<file path="src/rtl/vx_commit_gather.sv">
// Commit reassembly: gathers NUM_LANES-wide beats from NUM_INPUTS channels into one
// THREAD_CNT-lane commit, with packet-atomic round-robin arbitration and a registered output.
`ifndef NUM_THREADS
`define NUM_THREADS 4
`endif

module vx_commit_gather #(
  parameter int NUM_INPUTS = 2,
  parameter int THREAD_CNT = `NUM_THREADS,
  parameter int NUM_LANES  = THREAD_CNT,
  parameter int UUID_W     = 44,
  parameter int WID_W      = 2,
  parameter int PC_W       = 32,
  parameter int RD_W       = 5,
  parameter int DATA_W     = 32,
  parameter int PID_COUNT  = THREAD_CNT / NUM_LANES,
  parameter int PID_WIDTH  = (PID_COUNT > 1) ? $clog2(PID_COUNT) : 1,
  parameter int IN_W  = UUID_W + WID_W + NUM_LANES + PC_W + 1 + RD_W + NUM_LANES * DATA_W + PID_WIDTH + 2,
  parameter int OUT_W = UUID_W + WID_W + THREAD_CNT + PC_W + 1 + RD_W + THREAD_CNT * DATA_W + PID_WIDTH + 2
) (
  input  logic                       clk,
  input  logic                       reset,
  input  logic [NUM_INPUTS-1:0]      in_valid,
  input  logic [NUM_INPUTS*IN_W-1:0] in_data,
  output logic [NUM_INPUTS-1:0]      in_ready,
  output logic                       out_valid,
  output logic [OUT_W-1:0]           out_data,
  input  logic                       out_ready,
  output logic                       proto_err
);
  localparam int IDX_W  = (NUM_INPUTS > 1) ? $clog2(NUM_INPUTS) : 1;
  localparam int OUT_DW = THREAD_CNT * DATA_W;
  localparam int I_PID  = 2;
  localparam int I_DATA = I_PID + PID_WIDTH;
  localparam int I_RD   = I_DATA + NUM_LANES * DATA_W;
  localparam int I_WB   = I_RD + RD_W;
  localparam int I_PC   = I_WB + 1;
  localparam int I_TM   = I_PC + PC_W;
  localparam int I_WID  = I_TM + NUM_LANES;
  localparam int I_UUID = I_WID + WID_W;

  typedef enum logic [0:0] {IDLE = 1'b0, COLLECT = 1'b1} state_t;

  state_t                  state_r, state_next_s;
  logic [IDX_W-1:0]        owner_r, owner_next_s, rr_r, rr_next_s;
  logic [IDX_W-1:0]        grant_s, sel_s, cand_idx_s;
  logic                    found_s, ready_s, accept_s, eop_ok_s, err_s, proto_err_r;
  logic [NUM_INPUTS-1:0]   sop_s;
  logic [IN_W-1:0]         beat_s;
  logic [PID_WIDTH-1:0]    pid_s;
  logic [THREAD_CNT-1:0]   asm_tmask_r, tmask_next_s;
  logic [OUT_DW-1:0]       asm_data_r, data_next_s;
  logic [UUID_W-1:0]       asm_uuid_r, hdr_uuid_s;
  logic [WID_W-1:0]        asm_wid_r, hdr_wid_s;
  logic [PC_W-1:0]         asm_pc_r, hdr_pc_s;
  logic                    asm_wb_r, hdr_wb_s;
  logic [RD_W-1:0]         asm_rd_r, hdr_rd_s;
  logic                    out_valid_r;
  logic [OUT_W-1:0]        out_data_r, out_next_s;

  // Round-robin search for an IDLE grant: first sop-valid channel at or after rr.
  always_comb begin
    sop_s      = {NUM_INPUTS{1'b0}};
    found_s    = 1'b0;
    grant_s    = {IDX_W{1'b0}};
    cand_idx_s = {IDX_W{1'b0}};
    for (int i = 0; i < NUM_INPUTS; i++) begin
      sop_s[i] = in_data[i*IN_W + 1];
    end
    for (int k = 0; k < NUM_INPUTS; k++) begin
      cand_idx_s = IDX_W'((int'(rr_r) + k) % NUM_INPUTS);
      if (!found_s && in_valid[cand_idx_s] && sop_s[cand_idx_s]) begin
        found_s = 1'b1;
        grant_s = cand_idx_s;
      end else begin
        found_s = found_s;
      end
    end
  end

  // Handshake, protocol checking and next-state for the lock FSM.
  always_comb begin
    sel_s  = (state_r == COLLECT) ? owner_r : grant_s;
    beat_s = {IN_W{1'b0}};
    for (int i = 0; i < NUM_INPUTS; i++) begin
      if (sel_s == IDX_W'(i)) begin
        beat_s = in_data[i*IN_W +: IN_W];
      end else begin
        beat_s = beat_s;
      end
    end
    // eop beats may only land when the output register is free or draining now.
    eop_ok_s = !out_valid_r || out_ready;
    ready_s  = reset && ((state_r == COLLECT) || found_s) && (!beat_s[0] || eop_ok_s);
    for (int i = 0; i < NUM_INPUTS; i++) begin
      in_ready[i] = ready_s && (sel_s == IDX_W'(i));
    end
    accept_s     = ready_s && in_valid[sel_s];
    state_next_s = state_r;
    owner_next_s = owner_r;
    rr_next_s    = rr_r;
    err_s        = 1'b0;
    case (state_r)
      IDLE:    err_s = |(in_valid & ~sop_s);
      COLLECT: err_s = accept_s && beat_s[1];
      default: err_s = 1'b0;
    endcase
    if (accept_s && beat_s[0]) begin
      state_next_s = IDLE;
      rr_next_s    = (int'(sel_s) == NUM_INPUTS - 1) ? {IDX_W{1'b0}} : sel_s + 1'b1;
    end else if (accept_s) begin
      state_next_s = COLLECT;
      owner_next_s = sel_s;
    end else begin
      state_next_s = state_r;
    end
  end

  // Merge the current beat into the assembly; a sop beat restarts it with its own header.
  always_comb begin
    pid_s        = (PID_COUNT == 1) ? {PID_WIDTH{1'b0}} : beat_s[I_PID +: PID_WIDTH];
    tmask_next_s = beat_s[1] ? {THREAD_CNT{1'b0}} : asm_tmask_r;
    data_next_s  = asm_data_r;
    for (int l = 0; l < THREAD_CNT; l++) begin
      if ((l / NUM_LANES) == int'(pid_s)) begin
        tmask_next_s[l]                  = beat_s[I_TM + (l % NUM_LANES)];
        data_next_s[l*DATA_W +: DATA_W]  = beat_s[I_DATA + (l % NUM_LANES) * DATA_W +: DATA_W];
      end else begin
        tmask_next_s[l] = tmask_next_s[l];
      end
    end
    hdr_uuid_s = beat_s[1] ? beat_s[I_UUID +: UUID_W] : asm_uuid_r;
    hdr_wid_s  = beat_s[1] ? beat_s[I_WID +: WID_W]   : asm_wid_r;
    hdr_pc_s   = beat_s[1] ? beat_s[I_PC +: PC_W]     : asm_pc_r;
    hdr_wb_s   = beat_s[1] ? beat_s[I_WB]             : asm_wb_r;
    hdr_rd_s   = beat_s[1] ? beat_s[I_RD +: RD_W]     : asm_rd_r;
    out_next_s = {hdr_uuid_s, hdr_wid_s, tmask_next_s, hdr_pc_s, hdr_wb_s, hdr_rd_s,
                  data_next_s, {PID_WIDTH{1'b0}}, 1'b1, 1'b1};
  end

  // Lock FSM, round-robin pointer and protocol-error pulse.
  always_ff @(posedge clk or negedge reset) begin
    if (!reset) begin
      state_r     <= IDLE;
      owner_r     <= {IDX_W{1'b0}};
      rr_r        <= {IDX_W{1'b0}};
      proto_err_r <= 1'b0;
    end else begin
      state_r     <= state_next_s;
      owner_r     <= owner_next_s;
      rr_r        <= rr_next_s;
      proto_err_r <= err_s;
    end
  end

  // Assembly register, updated on every accepted beat.
  always_ff @(posedge clk or negedge reset) begin
    if (!reset) begin
      asm_tmask_r <= {THREAD_CNT{1'b0}};
      asm_data_r  <= {OUT_DW{1'b0}};
      asm_uuid_r  <= {UUID_W{1'b0}};
      asm_wid_r   <= {WID_W{1'b0}};
      asm_pc_r    <= {PC_W{1'b0}};
      asm_wb_r    <= 1'b0;
      asm_rd_r    <= {RD_W{1'b0}};
    end else if (accept_s) begin
      asm_tmask_r <= tmask_next_s;
      asm_data_r  <= data_next_s;
      asm_uuid_r  <= hdr_uuid_s;
      asm_wid_r   <= hdr_wid_s;
      asm_pc_r    <= hdr_pc_s;
      asm_wb_r    <= hdr_wb_s;
      asm_rd_r    <= hdr_rd_s;
    end else begin
      asm_tmask_r <= asm_tmask_r;
    end
  end

  // Output register: filled by an accepted eop, held until out_ready.
  always_ff @(posedge clk or negedge reset) begin
    if (!reset) begin
      out_valid_r <= 1'b0;
      out_data_r  <= {OUT_W{1'b0}};
    end else if (accept_s && beat_s[0]) begin
      out_valid_r <= 1'b1;
      out_data_r  <= out_next_s;
    end else if (out_ready) begin
      out_valid_r <= 1'b0;
    end else begin
      out_valid_r <= out_valid_r;
    end
  end

  assign out_valid = out_valid_r;
  assign out_data  = out_data_r;
  assign proto_err = proto_err_r;
endmodule

</file>
<file path="config.mk">
export PLATFORM = sky130hd
export DESIGN_NAME = vx_commit_gather
export DESIGN_NICKNAME = d
export VERILOG_FILES = /design/src/rtl/vx_commit_gather.sv
export SDC_FILE = /design/constraint.sdc
export NUM_CORES = 1
export LEC_CHECK = 0
export BUFFER_PORTS_ARGS = -buffer_cell sky130_fd_sc_hd__buf_4
export CAP_MARGIN = 20
export CORE_AREA = 2 2 258 260
export CTS_BUF_LIST = sky130_fd_sc_hd__clkbuf_8
export DETAILED_ROUTE_END_ITERATION = 10
export DIE_AREA = 0 0 260 262
export PLACE_DENSITY = 0.51
export SLEW_MARGIN = 0
export SYNTH_ARGS = -nofsm -noshare
export SYNTH_HDL_FRONTEND = slang
export SYNTH_SLANG_ARGS = --single-unit
</file>
<file path="constraint.sdc">
create_clock -name clk -period 2.05 [get_ports clk]
set_input_delay 0.1025 -clock clk [delete_from_list [all_inputs] [get_ports clk]]
set_output_delay 0.1025 -clock clk [all_outputs]
set_load 0.02 [all_outputs]
</file>
==> results of run 1 <==
[stage by stage]
stage / power (mW) / utilization [%] / hold WS (ns)
detailed placement: 28.8 / 33.3 / 0.265
floorplan: 20.8 / - / -0.193
finish: 37.2 / 43.2 / 0.0742
global placement: 28.5 / 33.3 / 0.262
global route: 39.3 / 43.2 / 0.0428
CTS: 36.7 / 42.6 / 0.000456
[worst reg2reg max path, cell delays in order, from the launching register on]
cell      delay (ns)
dfrtp_1         0.38
nand3b_1        0.22
a31oi_4         0.28
mux2_8          0.42
nor2_4          0.15
buf_12          0.13
buf_4           0.19
mux2_2          0.37
[power by group through the flow]
stage	logic, mW	clock network [mW]	registers [mW]
global placement	17.8	0	10.7
floorplan	7.87	0	13.0
finish	20.7	5.70	10.8
global route	22.0	6.14	11.2
detailed placement	18.0	0	10.8
CTS	20.1	5.91	10.8
[per-layer routing]
metal	vias to the layer above	part of all wire [%]	GRT usage [%]
met5	-	0	0
met4	0	3.5	8.01
met3	140	5.9	4.27
met2	577	50	33.4
met1	7918	41	23.8
li1	7324	-	-
[cell type report]
type	count	area, um^2	share of cell area [%]
timing repair buffer	1202	10900	38.7
sequential	306	7660	27.1
multi-input combinational	901	7480	26.5
tap	864	1080	3.83
clock buffer	69	950	3.36
clock inverter	26	115	0.408
inverter	4	15.0	0.0532
antenna	2	5.00	0.0177
[cells in the mapped netlist (all sizes together)]
master / n
o21ai: 340
dfrtp: 306
mux2i: 217
mux2: 123
a2bb2oi: 84
clkbuf: 79
o22a: 60
buf: 56
nand2: 30
o22ai: 25
inv: 4
a21o: 2
and2: 2
nand3b: 2
nor2: 2
a211o: 1
a22oi: 1
a31oi: 1
and3: 1
and3b: 1
conb: 1
nand2b: 1
nor3b: 1
nor4: 1
o2111ai: 1
o31ai: 1
o41ai: 1
or2: 1
[flip-flops by register name, summed over array words and instances, names as in the netlist, 2 cells and up]
| name | count |
|---|---|
| asm_uuid_r | 44 |
| out_data | 217 |
| asm_rd_r | 5 |
| asm_pc_r | 32 |
| asm_wid_r | 2 |
[worst max path at each step]
stage,start,end,depth (start not counted)
after detailed placement,rr_r,out_data[107],7
after global placement,rr_r,out_data[74],8
after CTS,rr_r,out_data[198],7
after global routing,rr_r,out_data[197],7
after floorplan,state_r,out_valid,10
final,rr_r,out_data[174],7
[repair_timing]
item,in CTS,in global routing
endpoints found under the setup margin,281,308
resized for setup,137,136
hold endpoints to repair,375,0
setup buffers,17,13
pin swaps,40,35
hold buffers,400,0
gates cloned,14,8
[cells by family (layout without fill, tap and decap cells)]
logic type | after synthesis | after routing | synth area share, %
AO/OA/AOI/OAI | 517 | 517 | 20.9
buffers and inverters | 139 | 1301 | 3.97
flip-flops | 306 | 306 | 50.3
multiplexers | 340 | 340 | 23.5
other | 1 | 3 | 0.0246
AND/OR/NAND/NOR | 42 | 43 | 1.31
==> impl_metrics.toml, run 1 <==
[finish]
syn_to_final_growth_pct = 85.5
layout.cells.most_common = "buf_4"
nets = 2914
drive_above_1_share_pct = 44.1
final_cell_mix = "buf_4, dlygate4sd3_1, dfrtp_1"
fillers = 6053
design_area_um2 = 28200
final_cells = 3374

[hold_path]
min_to = "asm_pc_r[14]"
hp-class = "in2reg"
hold_start = "in_data[151]"
worstHoldPathCells = 5

[route]
firstDrtPassIters = 5
vias = 16000
drc = 0
viasPerCell = 4.73
ant_nets = 0
dr.first_iter.drc_count = 817
wl_per_cell_um = 21.2
postRouteWirelength_mm = 71.5

[floorplanning]
die-area_um2 = 68100
fp-row-count = 94
core_area_um2 = 65300
initial_core_util_pct = 23.3
ioPinCount = 666
die_x_um = 260
die_h_um = 262

[job]
max_cap_violations = 0

[synth]
synth_warnings = 0
synth_nets = 1788
synth_area_leader_cell = "dfrtp_1"
synth.cell_area_um2 = 15200
synth.area.top_cells = "dfrtp_1, mux2i_1, mux2_2"
synth.avg_cell_area_um2 = 11.3
synth_cell_types = 34
synth_seq_cells = 306
synth_top_area_share_pct = 50.3
syn_inst = 1345
synth-seq-area-share_pct = 50.3

[sta]
rsz0062_at_grt = "yes"
hold_violations = 0
drv_slew = 0
min_period_ns = 2.27
fin_worst_skew_ns = 0.0404
finalSetupTns_ns = -33.99
setup_viol_count_final = 296
timing.slew.headroom_pct = 41.2
fmax_mhz = 441
worst_pin_slew_ns = 0.882
timing.final.ws_setup_ns = -0.218
period_share_pct = 111

[critical_path]
ff2ff_setup_slack_ns = -0.22
path_buf_inv = 2
crit_path_start_kind = "register"
path_max_fanout = 9
reg2regPathDepth = 7
r2r_start = "rr_r"
endpoint_kind = "register"
cpMaxStageDelayCell = "mux2_8"
r2r-end = "out_data[174]"
cp_top_family = "multiplexers"
cp_slowest_stage_delay_ns = 0.42
crit_type = "reg2reg"
path_cells = "nand3b_1, a31oi_4, mux2_8, nor2_4, buf_12, buf_4, mux2_2"
worstPathArrival_ns = 2.80
cp.required_ns = 2.58

[clock_network]
cts_buffers = 56
clock_latency_ns = 0.65
clock_path_buffers = 3
clock_sinks = 306
clk_transition_reported_paths_ns = 0.07
clock-root-buffer = "clkbuf_8"
htree_levels = 2
cts_tree = "yes"

[power_and_ir_drop]
cellLeakagePower_nw = 13.5
power_density_nw_per_um2 = 1320
switching_share_pct = 40.6
intPower_mw = 22.1
clockPowerShare_pct = 15.3
peakVddDrop_mv = 0.605
power_frac_seq_pct = 29.1
p_comb_share_pct = 55.6
switchingPower_mw = 15.1

[placement]
dp.cells = 2833
hpwl_mm = 46.3
post_dp_cell_area_um2 = 21700
gp_congestion = 0.840
dp_slack_ns = -0.237
port_buffers = 662

[global_routing]
antenna_found_initial = 2
grt_max_degree = 138
overflow = 0
grt_pass1_vias = 16900
grt_pass1_wl_mm = 102
track_usage_pct = 19.5

[run_status]
failed_checks = "setup timing"
outcome = "finished with violations"
(Power assumes the default switching activity.)
==> run 2, diff against run 1 <==
==> constraint.sdc (replaced) <==
create_clock -name clk -period 2.05 [get_ports clk]
set_input_delay 0.205 -clock clk [delete_from_list [all_inputs] [get_ports clk]]
set_output_delay 0.205 -clock clk [all_outputs]
set_load 0.02 [all_outputs]
==> impl_metrics.toml, run 2 (synthesized netlist as in run 1, its figures left out) <==
[floorplanning]
core_area_um2 = 65300
initial_core_util_pct = 23.3
die_h_um = 262
die-area_um2 = 68100
ioPinCount = 666
fp-row-count = 94
die_x_um = 260

[critical_path]
worstPathArrival_ns = 2.90
crit_type = "reg2reg"
critPathLaunch = "rr_r"
r2r_start = "rr_r"
crit_path_start_kind = "register"
cp.required_ns = 2.57
path_max_fanout = 13
endpoint_kind = "register"

[route]
firstDrtPassIters = 5
met3WireLength_mm = 5.06
dr_wl_met2_mm = 38.6
postRouteWirelength_mm = 80.4
top_layer_used = "met5"
ant_nets = 0
drc = 0
dr.first_iter.drc_count = 1024
vias = 16200
drt-met1-wl_mm = 32.0
viasPerCell = 4.81
wl_per_cell_um = 23.8

[run_status]
outcome = "finished with violations"
failed_checks = "setup timing"

[sta]
fmax_mhz = 421
timing.slew.headroom_pct = 25.2
worst_pin_slew_ns = 1.12
setup_viol_count_final = 289
hold_violations = 0
period_share_pct = 116
finalSetupTns_ns = -60.05
min_period_ns = 2.37
fin_worst_skew_ns = 0.0353
drv_slew = 0
timing.final.ws_setup_ns = -0.324
rsz0062_at_grt = "yes"

[power_and_ir_drop]
power_density_nw_per_um2 = 1370
switchingPower_mw = 17.0
intPower_mw = 24.2
p_comb_share_pct = 59.6
p_total_mw = 41.2
peakVddDrop_mv = 0.674
cellLeakagePower_nw = 14.1
switching_share_pct = 41.2
power_frac_seq_pct = 26.7
clockPowerShare_pct = 13.7

[clock_network]
htree_levels = 2
clock-root-buffer = "clkbuf_8"
clock_sinks = 306
clock_path_buffers = 3
clk_transition_reported_paths_ns = 0.06
clock_latency_ns = 0.64
cts_buffers = 56
cts_tree = "yes"

[finish]
final_cells = 3376
fillers = 5805
nets = 2917
final_cell_mix = "buf_4, dlygate4sd3_1, dfrtp_1"
drive_above_1_share_pct = 52.1
layout.cells.most_common = "buf_4"
syn_to_final_growth_pct = 97.6
largest_register_ff_count = 217

[hold_path]
hold_start = "in_data[383]"
hp-class = "in2reg"

[placement]
hpwl_mm = 47.1
gp_congestion = 0.826
port_buffers = 662
dp.cells = 2829

[job]
max_cap_violations = 0

[global_routing]
grt_pass1_vias = 16900
antenna_found_initial = 6
track_usage_pct = 21.3
grt_pass1_wl_mm = 109
grt_max_degree = 156
overflow = 0
==> run 2: cell count changes in the layout (fill, tap and decap cells not counted), moves of 37 or more <==
cell and change:
mux2i_1 -37, dlygate4sd3_1 -45, mux2_2 -44, o21ai_0 -47, mux2_4 +44, o21ai_1 -70, o21ai_2 +96
==> run 2: cell type report <==
| type | count | area (um^2) | area share, % |
|---|---|---|---|
| repair buffers | 1205 | 11800 | 39.1 |
| multi-input cells | 901 | 8520 | 28.3 |
| flip-flops and latches | 306 | 7660 | 25.5 |
| well taps | 864 | 1080 | 3.59 |
| clock buffers | 64 | 881 | 2.93 |
| clock inverters | 29 | 155 | 0.516 |
| inverters | 4 | 15.0 | 0.0499 |
| diodes | 3 | 7.51 | 0.0250 |
==> run 2: timing repair <==
item,4_1_cts,5_1_grt
hold endpoints to repair,394,0
resized for setup,318,272
gates cloned,36,23
pin swaps,64,93
setup endpoints to repair,247,303
buffers inserted,34,14
hold buffers,354,0
==> run 2: power by group through the flow <==
stage | Combinational (mW) | Sequential [mW] | Clock, mW
after detailed placement | 18.5 | 10.8 | 0
final | 24.6 | 11.0 | 5.65
after global placement | 18.3 | 10.7 | 0
after CTS | 22.5 | 10.8 | 5.82
after floorplan | 8.10 | 13.0 | 0
after global routing | 25.8 | 11.4 | 6.13
==> run 2: path summary, 6_finish.rpt <==
path                                  to  slack (ns)  depth (start not counted)
setup / recovery           out_data[157]       -0.32                          8
max in group asynchronous   out_data[39]        0.14                          4
hold / removal             out_data[164]        0.09                          3
min in group asynchronous      proto_err        0.38                          3
hold reg to reg             out_data[33]        0.49                          2
setup reg to reg           out_data[157]       -0.32                          8
==> run 2: metal layers <==
layer,up-vias,GRT usage [%]
li1,7358,-
met1,8010,25.6
met2,706,36.0
met3,171,4.56
met4,4,10.9
met5,-,0
==> run 2: critical path: stages, from the launching register on <==
cell and delay, ns:
dfrtp_1 0.38, nand3b_1 0.20, buf_4 0.17, a31oi_4 0.22, mux2_8 0.42, nor2_4 0.18, buf_12 0.20, buf_12 0.18
mux2_4 0.31
==> run 2: per-stage QoR <==
stage | setup WS (ns) | utilization [%] | instance area [um^2] | hold WS, ns
after floorplan | -0.0740 | - | 15400 | -0.0906
after global placement | -0.235 | 33.6 | 21900 | 0.375
after detailed placement | -0.217 | 33.6 | 21900 | 0.374
after CTS | -0.285 | 43.9 | 28700 | 0.0162
after global routing | -0.381 | 46.1 | 30100 | 0.0239
final | -0.324 | 46.1 | 30100 | 0.0945
==> run 3, diff against run 2 <==
CORE_AREA = 2 2 262 264   (was 2 2 258 260)
DIE_AREA = 0 0 264 266   (was 0 0 260 262)
GPL_TIMING_DRIVEN = 0   (was not set)
PLACE_DENSITY = 0.48   (was 0.51)
REMOVE_ABC_BUFFERS = 1   (was not set)
clock period = 2.5 ns   (was 2.05 ns; I/O delays follow)
==> impl_metrics.toml, run 3 (synthesized netlist as in run 1, its figures left out) <==
[run_status]
outcome = "finished with violations"
failed_checks = "hold timing, setup timing"

[critical_path]
path_cells = "and2_4, a31oi_4, buf_6, mux2_8, buf_4, buf_16, o21ai_0, o21ai_0"
ff2ff_setup_slack_ns = -0.009
crit_type = "reg2reg"
worstPathArrival_ns = 3.01
cpMaxStageDelayCell = "dfrtp_2"
path_buf_inv = 3
crit_path_start_kind = "register"
reg2regPathDepth = 8
r2r-end = "out_data[38]"
path_max_fanout = 146
crit_path_frequent_cell = "o21ai_0"
endpoint_kind = "register"
cp_top_family = "compound AO/OA/AOI/OAI gates"
r2r_start = "owner_r"
cp_slowest_stage_delay_ns = 0.44
cp.required_ns = 3.01

[power_and_ir_drop]
cellLeakagePower_nw = 12.7
power_density_nw_per_um2 = 1110
peakVddDrop_mv = 0.551

[finish]
final_cell_mix = "buf_4, dlygate4sd3_1, dfrtp_1"
syn_to_final_growth_pct = 74.4
drive_above_1_share_pct = 39.4
diodes = 0
largest_register_ff_count = 217
design_area_um2 = 26500
nets = 2778
layout.cells.most_common = "buf_4"

[sta]
min_period_ns = 2.51
rsz0062_at_grt = "yes"
timing.final.ws_setup_ns = -0.00927
worst_pin_slew_ns = 0.744
fmax_mhz = 399
setup_viol_count_final = 4
drv_slew = 0
hold_violations = 102
period_share_pct = 100
fin_worst_skew_ns = 0.0234
timing.hold.ws_ns = -0.414
finalSetupTns_ns = -0.0252
timing.slew.headroom_pct = 50.4

[clock_network]
clock_path_buffers = 3
clock_latency_ns = 0.65
holdBufCountCts = 351
cts_buffers = 58
clk_transition_reported_paths_ns = 0.06
clock-root-buffer = "clkbuf_8"
clock_sinks = 306
cts_tree = "yes"
htree_levels = 2

[job]
max_cap_violations = 0

[floorplanning]
die-area_um2 = 70200
initial_core_util_pct = 22.5
die_x_um = 264
core_area_um2 = 67700
die_h_um = 266
fp-row-count = 96
ioPinCount = 666

[route]
vias = 15300
viasPerCell = 4.68
postRouteWirelength_mm = 68.2
drc = 0
dr.first_iter.drc_count = 710
wl_per_cell_um = 20.9
firstDrtPassIters = 5
ant_nets = 0

[global_routing]
grt_pass1_wl_mm = 98.9
overflow = 0
grt_pass1_vias = 16100
antenna_found_initial = 1
grt_max_degree = 147
track_usage_pct = 18.2

[placement]
gp_congestion = 0.796
port_buffers = 662
hpwl_mm = 43.7
post_dp_cell_area_um2 = 21400

[hold_path]
hp-class = "in2async"
==> run 3: cell count changes in the layout (fill, tap and decap cells not counted), moves of 17 or more <==
cell,change
mux2i_4,-17
buf_4,-35
o21ai_0,+112
o21ai_4,-21
mux2i_1,+49
buf_6,-24
o21ai_2,-170
o21ai_1,+79
buf_12,-40
mux2i_2,-32
mux2_2,+59
mux2_4,-59
==> run 3: layout make-up <==
type                            instances  area, um^2
Fill cell                            6599       41200
Timing Repair Buffer                 1062        9480
Sequential cell                       306        7660
Multi-Input combinational cell        903        7080
Tap cell                              882        1100
Clock buffer                           72         991
Clock inverter                         31         216
Inverter                                4        15.0
==> run 3: layer usage <==
metal	vias to the layer above	wire [um]	global-route usage (%)
met5	-	0	0
met3	130	3500	3.67
met1	7567	28100	21.7
li1	7023	-	-
met2	531	34500	32.5
met4	0	2100	5.87
==> run 3: worst max-delay path by stage <==
stage / from / end / slack, ns / depth (start not counted)
finish: owner_r / out_data[38] / -0.009 / 8
global route: owner_r / out_data[94] / -0.03 / 8
CTS: state_r / out_data[12] / -0.01 / 8
detailed placement: reset / out_data[158] / -1.46 / 9
global placement: in_data[1] / out_data[18] / -17.22 / 6
floorplan: rr_r / out_valid / -10.22 / 5
==> run 3: what timing repair did <==
item	4_1_cts	5_1_grt
gates resized for setup	12	31
gates cloned	7	6
buffers inserted	13	3
hold endpoints to repair	402	102
endpoints found under the setup margin	272	121
pin swaps	3	4
==> run 3: report_power, final <==
group / total [mW] / switching [mW] / internal, mW
combinational: 15.7 / 8.12 / 7.56
sequential: 8.74 / 1.39 / 7.36
clock: 5.16 / 2.27 / 2.89
==> run 3: through the flow <==
step	utilization, %	hold slack (ns)	instances	setup WS (ns)	power, mW
detailed placement	31.6	0.386	2781	-1.46	23.2
global placement	30.6	0.458	2754	-17.22	21.7
finish	39.2	-0.414	3260	-0.00927	29.6
floorplan	-	-0.0456	1210	-10.22	16.5
global route	39.2	-0.417	3260	-0.0285	31.4
CTS	38.9	-0.454	3252	-0.0102	29.6
==> run 3: worst reg2reg max path, delay by kind of cell (launching register included) <==
kind            cells  cell delay, ns
simple gates        1            0.22
compound gates      3            0.82
flops               1            0.44
mux                 1            0.39
buf+inv             3            0.52
